$ cat src/rtl/alu_8bit.sv
// Registered integer ALU used as the execute stage behind the instruction decoder.
// Accepts an op on each cycle in_valid is high and registers the result and flags.
module alu_8bit #(
  parameter int WIDTH = 8
) (
  input  logic             clk,
  input  logic             rst,
  input  logic             in_valid,
  input  logic [2:0]       opcode,
  input  logic [WIDTH-1:0] operandA,
  input  logic [WIDTH-1:0] operandB,
  output logic [WIDTH-1:0] result,
  output logic             out_valid,
  output logic             carry,
  output logic             zero,
  output logic             negative,
  output logic             overflow
);

  localparam logic [2:0] OP_ADD = 3'b000;
  localparam logic [2:0] OP_SUB = 3'b001;
  localparam logic [2:0] OP_AND = 3'b010;
  localparam logic [2:0] OP_OR  = 3'b011;
  localparam logic [2:0] OP_XOR = 3'b100;
  localparam logic [2:0] OP_NOT = 3'b101;
  localparam logic [2:0] OP_SHL = 3'b110;
  localparam logic [2:0] OP_SHR = 3'b111;

  logic [WIDTH:0]   sum;
  logic [WIDTH:0]   diff;
  logic [WIDTH-1:0] next_result;
  logic             next_carry;
  logic             next_overflow;
  logic             sign_a;
  logic             sign_b;

  // One extra bit on each operand exposes carry-out and borrow as the MSB.
  assign sum    = {1'b0, operandA} + {1'b0, operandB};
  assign diff   = {1'b0, operandA} - {1'b0, operandB};
  assign sign_a = operandA[WIDTH-1];
  assign sign_b = operandB[WIDTH-1];

  always_comb begin
    // NOTE: every output of this block gets a default first, so no path through the case infers a latch.
    next_result   = '0;
    next_carry    = 1'b0;
    next_overflow = 1'b0;
    case (opcode)
      OP_ADD: begin
        next_result   = sum[WIDTH-1:0];
        next_carry    = sum[WIDTH];
        next_overflow = (sign_a == sign_b) && (sum[WIDTH-1] != sign_a);
      end
      OP_SUB: begin
        next_result   = diff[WIDTH-1:0];
        next_carry    = diff[WIDTH];
        next_overflow = (sign_a != sign_b) && (diff[WIDTH-1] != sign_a);
      end
      OP_AND: next_result = operandA & operandB;
      OP_OR:  next_result = operandA | operandB;
      OP_XOR: next_result = operandA ^ operandB;
      OP_NOT: next_result = ~operandA;
      OP_SHL: begin
        next_result = {operandA[WIDTH-2:0], 1'b0};
        next_carry  = operandA[WIDTH-1];
      end
      OP_SHR: begin
        next_result = {1'b0, operandA[WIDTH-1:1]};
        next_carry  = operandA[0];
      end
      default: next_result = '0;
    endcase
  end

  // Result and flags only load on an accepted op, so idle-cycle X inputs never reach them.
  always_ff @(posedge clk or posedge rst) begin
    // NOTE: registered state uses non-blocking assignments so every flop samples pre-edge values.
    if (rst) begin
      result    <= '0;
      out_valid <= 1'b0;
      carry     <= 1'b0;
      zero      <= 1'b0;
      negative  <= 1'b0;
      overflow  <= 1'b0;
    end else begin
      out_valid <= in_valid;
      if (in_valid) begin
        result   <= next_result;
        carry    <= next_carry;
        zero     <= (next_result == '0);
        negative <= next_result[WIDTH-1];
        overflow <= next_overflow;
      end
    end
  end

endmodule

$ cat config.mk
export PLATFORM = sky130hd
export DESIGN_NAME = alu_8bit
export DESIGN_NICKNAME = d
export VERILOG_FILES = /design/src/rtl/alu_8bit.sv
export SDC_FILE = /design/constraint.sdc
export NUM_CORES = 1
export LEC_CHECK = 0
export ABC_CLOCK_PERIOD_IN_PS = 1300
export BUFFER_PORTS_ARGS = -buffer_cell sky130_fd_sc_hd__buf_2
export CORE_MARGIN = 5
export CORE_UTILIZATION = 60
export DETAILED_ROUTE_END_ITERATION = 10
export GPL_TIMING_DRIVEN = 1
export PLACE_DENSITY = 0.95
export REMOVE_ABC_BUFFERS = 1
export SLEW_MARGIN = 10
export SYNTH_ARGS = -nofsm -noshare
export SYNTH_HDL_FRONTEND = slang
export SYNTH_SLANG_ARGS = --single-unit
$ cat constraint.sdc
create_clock -name clk -period 1.3 [get_ports clk]
set_input_delay 0.26 -clock clk [delete_from_list [all_inputs] [get_ports clk]]
set_output_delay 0.26 -clock clk [all_outputs]
set_load 0.05 [all_outputs]
==> summary.md, run 1 <==
| Metric | Value |
|---|---|
| Status | `did not finish` |
| Fail Step | `clock tree synthesis` |
| Stop err | `[ERROR DPL-0038] Utilization greater than 100%, impossible to legalize` |
| TritonCTS Buffers | `3` |
| Die Y | `67.2 um` |
| Row cnt | `20` |
| Register area share after synthesis | `0.153` |
| Top Ports | `35` |
| Synthesis-stage register bit count | `12` |
| Synth area leader | `ha_1` |
| Initial Util | `0.633` |
| Max Root-Sink Buffers | `2` |
| Postcts setup bufs | `22` |
| Area post-placement | `between 0.002 and 0.003 mm^2` |
| HPWL after DPL | `5690 um` |
| Post-CTS Resized | `about 120` |
| CTS Root Cell | `clkbuf_4` |
| # H-tree levels | `1` |
| Asr flop ratio synth | `1.00` |
| Mapped cell area | `0.00197 mm^2` |
| Synth area leaders | `ha_1 (18%), dfrtp_1 (15%), a21oi_1 (6.4%)` |
| Hold-fix buffers at CTS | `1` |
| Unique cell type count in the Yosys netlist | `52` |
| # port buffers | `34` |
| Gpl congestion | `around 1.1` |
| Dominant synthesized flop cell | `dfrtp_1` |
| EDFF count, synth | `0` |
| Post-Syn Area per Cell | `7.86 um^2` |
| Die X | `67.2 um` |
| Post-Synthesis Cells | `250` |
| Num Clock Sinks | `12` |
| Synth warnings | `0` |
| Top-area cell type share of the netlist area | `0.178` |
## kinds of logic after synthesis
| family | Yosys count | share of synthesized area |
|---|---|---|
| buffers and inverters | 46 | 0.0955 |
| adder cells (fa/ha/maj) | 30 | 0.199 |
| AND/OR/NAND/NOR | 58 | 0.143 |
| XOR/XNOR | 5 | 0.0223 |
| multiplexers | 10 | 0.0656 |
| AO/OA/AOI/OAI | 89 | 0.323 |
| flip-flops | 12 | 0.153 |
## per-stage QoR
stage	util	hold WS [ps]	worst slack, ps	instances
after floorplan	-	125	-1050	234
after global placement	0.886	265	-1160	393
after detailed placement	0.886	283	-1270	393
## cells in the mapped netlist, drive strengths merged, types with 4 or more instances
library cell  instances
xnor2                 5
o21ai                17
a221oi                7
nand2                15
mux2i                 5
inv                  30
a31oi                 4
nand3                 4
clkbuf               11
a21oi                26
ha                   28
nand2b                9
o22ai                 5
buf                   5
dfrtp                12
nor2                 21
==> run 2, diff against run 1 <==
--- a/config.mk
+++ b/config.mk
@@ -8,10 +8,10 @@
 export ABC_CLOCK_PERIOD_IN_PS = 1300
 export BUFFER_PORTS_ARGS = -buffer_cell sky130_fd_sc_hd__buf_2
 export CORE_MARGIN = 5
-export CORE_UTILIZATION = 60
+export CORE_UTILIZATION = 40
 export DETAILED_ROUTE_END_ITERATION = 10
 export GPL_TIMING_DRIVEN = 1
-export PLACE_DENSITY = 0.95
+export PLACE_DENSITY_LB_ADDON = 0.15
 export REMOVE_ABC_BUFFERS = 1
 export SLEW_MARGIN = 10
 export SYNTH_ARGS = -nofsm -noshare
==> run 2 against run 1 <==
Against the previous run: the flow now finishes, with violations (negative setup slack); synthesized cell count did not move; synthesized area did not move.
==> summary.md, run 2 <==
| Metric | Value |
|---|---|
| Status | `finished with violations` |
| Failing checks | `negative setup slack` |
| Int Power | `0.00151 W` |
| Synth area leaders | `ha_1 (18%), dfrtp_1 (15%), a21oi_1 (6.4%)` |
| Top Ports | `35` |
| Final Util | `0.758` |
| Later-pin clock latency in the skew report | `240 ps` |
| EDFF count, synth | `0` |
| DR WL/cell | `around 16 um` |
| Critical Path Fanout Max | `2` |
| Detailed Route Iter0 Violations | `roughly 160` |
| Critical path startpoint | `operandA[0]` |
| Mapped cell area | `between 0.0015 and 0.002 mm^2` |
| Share of layout cells above drive strength 1 | `0.592` |
| Post-Synthesis Cells | `250` |
| Crit-path cells | `buf_8, inv_4, ha_4, inv_2, fa_2, a221oi_2, buf_4, o31ai_2, a221oi_2, o22ai_2, mux2_4` |
| CTS clk-pin slew, worst paths | `approximately 50 ps` |
| First-pass GRT wire length | `11300 um` |
| Critical path's most frequent cell | `a221oi_2` |
| Reg area | `~300 um^2` |
| Buf/Inv on CP | `4` |
| CTS tree | `yes` |
| CTS Root Cell | `clkbuf_8` |
| # port buffers | `34` |
| Initial antenna violation count | `0` |
| Psw | `~0.0011 W` |
| Max Root-Sink Buffers | `2` |
| Combinational power share | `0.669` |
| Fin nets | `433` |
| Gpl congestion | `between 0.9 and 1` |
| # diodes | `0` |
| Core Area | `0.00475 mm^2` |
| Synthesis-stage register bit count | `12` |
| Die Y | `80.1 um` |
| # H-tree levels | `1` |
| Sw frac | `0.420` |
| RSZ-0062 raised after global routing | `true` |
| Max VDD drop | `0.585 mV` |
| Number of global-route vias before repair | `2342` |
| Compound-cell area share of the yosys netlist | `0.323` |
| Endpoints failing hold | `0` |
| Die X | `about 80 um` |
| Synth area leader | `ha_1` |
| Max_cap viols | `0` |
| DIE AREA | `0.00642 mm^2` |
| Synth warnings | `0` |
| Cell total after placement | `between 400 and 500` |
| Slowest CP cell | `fa_2` |
| 1st-pass router iterations | `4` |
| Post-synthesis mux area share | `0.0656` |
| Leakage | `about 1.7 nW` |
| Peak Freq | `approximately 500 MHz` |
| Worst setup margin | `-699 ps` |
| WP depth | `11` |
| Type of origin of the critical path | `primary input` |
| Num Clock Sinks | `12` |
| CP Data Arrival Time | `~2100 ps` |
| Largest family of logic cells by synthesized area | `compound AO/OA/AOI/OAI gates` |
| TritonCTS Buffers | `3` |
| Cell Count, Final, Fillers Out | `about 450` |
| Reg2Reg Depth | `1` |
| HPWL after DPL | `between 5000 and 6000 um` |
| Unique cell type count in the Yosys netlist | `52` |
| Initial Util | `0.413` |
| Final ANT Viol Nets | `0` |
| Hold-fix buffers at CTS | `0` |
| Crit path max-delay family | `compound AO/OA/AOI/OAI gates` |
| Crit. End Element | `register` |
| Total GRT Usage | `0.223` |
| Period utilisation layout | `1.54` |
| Post-Syn Area per Cell | `slightly below 8 um^2` |
| Top-area cell type share of the netlist area | `0.178` |
| Commonest non-fill, non-tap cell in the layout | `buf_4` |
| Pwr Density | `724 mW/mm^2` |
| Max incr delay on CP | `between 300 and 400 ps` |
| Fillers | `330` |
| Fin crit period | `roughly 2000 ps` |
| Total number of vias | `2409` |
| Synth Area in Adders | `0.199` |
| Row cnt | `25` |
| Post-synthesis xor/xnor area fraction | `0.0223` |
| Post-synth top cells | `ha_1 (28), inv_1 (28), a21oi_1 (25), nor2_1 (21), o21ai_0 (17)` |
| Drt total wl | `7270 um` |
| Crit Reg-Reg Endpoint | `result[6]$_DFFE_PP0P_` |
| Origin of the critical flop-to-flop path | `result[6]$_DFFE_PP0P_` |
| CP required | `1420 ps` |
| Post-synthesis simple-gate area fraction | `0.143` |
| Largest net degree at the start of global routing | `24` |
| DRC Markers | `0` |
| Max-slew violations | `0` |
| Area taken by multi-input logic gates | `between 0.0015 and 0.002 mm^2` |
| Dominant synthesized flop cell | `dfrtp_1` |
| Max reg flops | `8` |
| Register share of total power | `0.175` |
| Asr flop ratio synth | `1.00` |
| Clock power share | `0.156` |
| Worst hold path type | `primary input to async pin` |
| Crit path to | `result[6]$_DFFE_PP0P_` |
| R2r setup slk | `530 ps` |
| Via/cell ratio | `approximately 5.4` |
| Area growth syn-to-layout | `83.4%` |
| # setup viols final | `11` |
| Clock Skews | `0 ps` |
| Largest Register | `result` |
| Most frequent cells in the layout | `buf_4 (91), buf_2 (23), nor2_1 (19)` |
| GRT Residual Overflow | `0` |
| Register area share after synthesis | `0.153` |
| Worst rel slew slack | `0.637` |
| Slew @ Worst Pin | `~540 ps` |
| Setup CP Type | `primary input to register` |
==> run 2: cell counts after synthesis <==
Identical to the previous run, type by type.
==> run 2: final cells by class <==
type	instances	share of cell area
clock buffer	4	0.0153
inverter	30	0.0354
timing repair buffer	142	0.331
sequential	12	0.0833
multi-input combinational	192	0.512
tap	67	0.0233
==> run 2: how the worst min path moves through the flow <==
stage	from	to	slack, ps	cells after the start
6_report	rst	overflow$_DFFE_PP0P_	20	2
5_1_grt	rst	result[0]$_DFFE_PP0P_	40	2
2_1_floorplan	rst	carry$_DFFE_PP0P_	120	1
3_3_place_gp	rst	result[2]$_DFFE_PP0P_	280	2
4_1_cts	rst	overflow$_DFFE_PP0P_	30	2
3_5_place_dp	rst	result[0]$_DFFE_PP0P_	290	2
==> run 2: through the flow <==
stage	TNS (ps)	total power (W)	hold WS, ps	setup slack (ps)	instance area [um^2]
detailed placement	-10660	0.00180	292	-1210	2830
global placement	-10130	0.00178	276	-1170	2830
finish	-5600	0.00261	18.9	-699	3600
CTS	-5460	0.00244	28.8	-698	3340
floorplan	-7130	0.00121	125	-1050	1890
global route	-6270	0.00276	40.2	-750	3600
==> run 2: power groups by stage <==
stage | clock network (W) | logic [W] | registers [W]
2_1_floorplan | 0 | 0.000522 | 0.000687
3_3_place_gp | 0 | 0.00132 | 0.000461
5_1_grt | 0.000441 | 0.00186 | 0.000465
6_report | 0.000407 | 0.00175 | 0.000458
3_5_place_dp | 0 | 0.00133 | 0.000464
4_1_cts | 0.000420 | 0.00156 | 0.000458
==> run 2: timing repair <==
action                     in CTS  in global routing
setup endpoints to repair      11                 11
gates resized for setup        82                 46
buffers inserted               12                 10
pin swaps                      38                 30
gates cloned                    1                  0
==> run 2: cells by family (layout without fill, tap and decap cells) <==
family	count (synthesis)	count (layout)
adders and majority gates	30	30
AOI/OAI and AO/OA	89	89
buffers and inverters	46	176
muxes	10	10
xor gates and xnor gates	5	5
and+or+nand+nor	58	58
DFF	12	12
==> run 2: per-layer routing <==
| metal | global-route usage | vias to the layer above | wire [um] | part of all wire |
|---|---|---|---|---|
| met3 | 0.0247 | 14 | 296 | 0.041 |
| met4 | 0.0456 | 0 | 131 | 0.018 |
| met5 | 0 | - | 0 | 0 |
| met1 | 0.287 | 1149 | 3080 | 0.42 |
| met2 | 0.400 | 88 | 3760 | 0.52 |
| li1 | - | 1158 | - | - |
Note: power is estimated with default switching activity, not from simulation.
==> run 3, diff against run 2 <==
--- a/config.mk
+++ b/config.mk
@@ -7,6 +7,7 @@
 export LEC_CHECK = 0
 export ABC_CLOCK_PERIOD_IN_PS = 1300
 export BUFFER_PORTS_ARGS = -buffer_cell sky130_fd_sc_hd__buf_2
+export CAP_MARGIN = 20
 export CORE_MARGIN = 5
 export CORE_UTILIZATION = 40
 export DETAILED_ROUTE_END_ITERATION = 10
==> constraint.sdc (replaced) <==
create_clock -name clk -period 1.3 [get_ports clk]
set_input_delay 0.195 -clock clk [delete_from_list [all_inputs] [get_ports clk]]
set_output_delay 0.195 -clock clk [all_outputs]
set_load 0.05 [all_outputs]
==> run 3 against run 2 <==
Against the previous run: fmax is 2.2% lower; the run still ends with negative setup slack left; register-to-register slack hardly changed; clock skew stayed put; largest cell class unchanged; critical endpoint unchanged; count of clock-buffer cells in the layout stayed put; clock power is 2% higher; core utilization is 2.0 points higher.
==> summary.md, run 3 (synthesized netlist as in run 2, its figures left out) <==
| Metric | Value |
|---|---|
| Hold endpoint | `result[1]$_DFFE_PP0P_` |
| Worst rel slew slack | `0.623` |
| Top Ports | `35` |
| CTS tree | `yes` |
| Max-slew violations | `0` |
| CP required | `roughly 1400 ps` |
| DIE AREA | `approximately 0.0064 mm^2` |
| Routed wl met2 | `4150 um` |
| Crit. End Element | `register` |
| Pwr Density | `733 mW/mm^2` |
| Status | `finished with violations` |
| Endpoints failing hold | `0` |
| TritonCTS Buffers | `3` |
| DRC Markers | `0` |
| Reg2Reg Depth | `1` |
| CTS Root Cell | `clkbuf_8` |
| CP Data Arrival Time | `2170 ps` |
| Most frequent cells in the layout | `buf_4 (88), buf_2 (23), nor2_1 (18)` |
| Row cnt | `25` |
| Via/cell ratio | `between 5 and 6` |
| # setup viols final | `11` |
| Slew @ Worst Pin | `563 ps` |
| Initial Util | `0.413` |
| Total GRT Usage | `0.228` |
| Fin crit period | `slightly above 2000 ps` |
| Final Util | `0.778` |
| R2r setup slk | `between 500 and 600 ps` |
| Peak Freq | `about 490 MHz` |
| Worst setup margin | `-744 ps` |
| Detailed Route Iter0 Violations | `140` |
| Largest Register | `result` |
| Hold Crit Depth | `2` |
| # port buffers | `34` |
| HPWL after DPL | `5090 um` |
| Later-pin clock latency in the skew report | `approximately 240 ps` |
| Drt total wl | `about 7800 um` |
| Wire length on met1 | `a little over 3000 um` |
| # H-tree levels | `1` |
| 1st-pass router iterations | `7` |
| Critical Path Fanout Max | `2` |
| Largest net degree at the start of global routing | `24` |
| Period utilisation layout | `1.57` |
| Clock Skews | `0 ps` |
| Crit Reg-Reg Endpoint | `result[2]$_DFFE_PP0P_` |
| Max reg flops | `8` |
| CTS clk-pin slew, worst paths | `~60 ps` |
| GRT Residual Overflow | `0` |
| Num Clock Sinks | `12` |
| Overall power | `roughly 0.0027 W` |
| Setup CP Type | `primary input to register` |
| First-pass GRT wire length | `about 12000 um` |
| Max VDD drop | `between 0.5 and 0.6 mV` |
| Area growth syn-to-layout | `88.3%` |
| Die Y | `80.1 um` |
| RSZ-0062 raised after global routing | `true` |
| Post-Place Worst Slack | `-1170 ps` |
| Origin of the critical flop-to-flop path | `result[2]$_DFFE_PP0P_` |
| Number of global-route vias before repair | `~2500` |
| Initial antenna violation count | `0` |
| DR top layer | `met4` |
| # diodes | `0` |
| Final ANT Viol Nets | `0` |
| Leakage | `~1.7 nW` |
| Routed wl met3 | `roughly 340 um` |
| Worst hold path type | `primary input to register` |
| Total number of vias | `2418` |
| Share of layout cells above drive strength 1 | `0.595` |
| Core Area | `~0.0048 mm^2` |
| DR WL/cell | `~17 um` |
| Max Root-Sink Buffers | `2` |
| Failing checks | `negative setup slack` |
| HP Start | `in_valid` |
| Commonest non-fill, non-tap cell in the layout | `buf_4` |
| Die X | `80.1 um` |
| Fin nets | `approximately 430` |
| Type of origin of the critical path | `primary input` |
| Max_cap viols | `0` |
| Critical path startpoint | `operandA[0]` |
| Gpl congestion | `0.908` |
## run 3: cell count changes in the layout (fill, tap and decap cells not counted), sizes merged
cell and change:
bufbuf -1, dlygate4sd3 +1
## run 3: routing by layer
metal	GRT usage	vias to the layer above
met4	0.0760	0
li1	-	1156
met2	0.410	71
met5	0	-
met1	0.279	1171
met3	0.0291	20
## run 3: timing repair
| item | in CTS | in global routing |
|---|---|---|
| endpoints found under the setup margin | 11 | 11 |
| hold buffers | 1 | 0 |
| gates resized for setup | 90 | 55 |
| pin swaps | 35 | 46 |
| setup buffers | 10 | 13 |
| hold endpoints to repair | 12 | 0 |
## run 3: through the flow
stage	TNS [ps]	hold WS, ps	area [um^2]	std cells
floorplan	-6420	59.7	1890	234
global placement	-9410	210	2820	423
detailed placement	-10060	224	2820	423
CTS	-4760	192	3330	436
global route	-6020	201	3700	447
finish	-5290	204	3700	447
## run 3: worst max-delay path, stage by stage
cell      delay (ps)
buf_8            100
inv_6             50
ha_4             140
inv_2             40
fa_2             360
a221oi_2         310
buf_4            200
o31ai_4           60
a221oi_2         300
o22ai_2          130
mux2_4           270
## run 3: layout make-up
type	count	area, um^2
Timing Repair Buffer	142	1210
Clock buffer	4	55.1
Multi-Input combinational cell	192	1930
Fill cell	327	1050
Sequential cell	12	300
Tap cell	67	83.8
Inverter	30	128
## run 3: worst max path at each step
| stage | end | slack (ps) | cells after the start |
|---|---|---|---|
| after floorplan | zero$_DFFE_PP0P_ | -980 | 10 |
| after global placement | result[7]$_DFFE_PP0P_ | -1100 | 10 |
| after detailed placement | result[7]$_DFFE_PP0P_ | -1170 | 10 |
| after CTS | result[6]$_DFFE_PP0P_ | -630 | 11 |
| after global routing | result[6]$_DFFE_PP0P_ | -820 | 11 |
| final | result[6]$_DFFE_PP0P_ | -740 | 11 |
## run 3: power by group
part,internal [W],switching (W)
Sequential,0.000429,0.0000300
Clock,0.000268,0.000147
Combinational,0.000852,0.000986
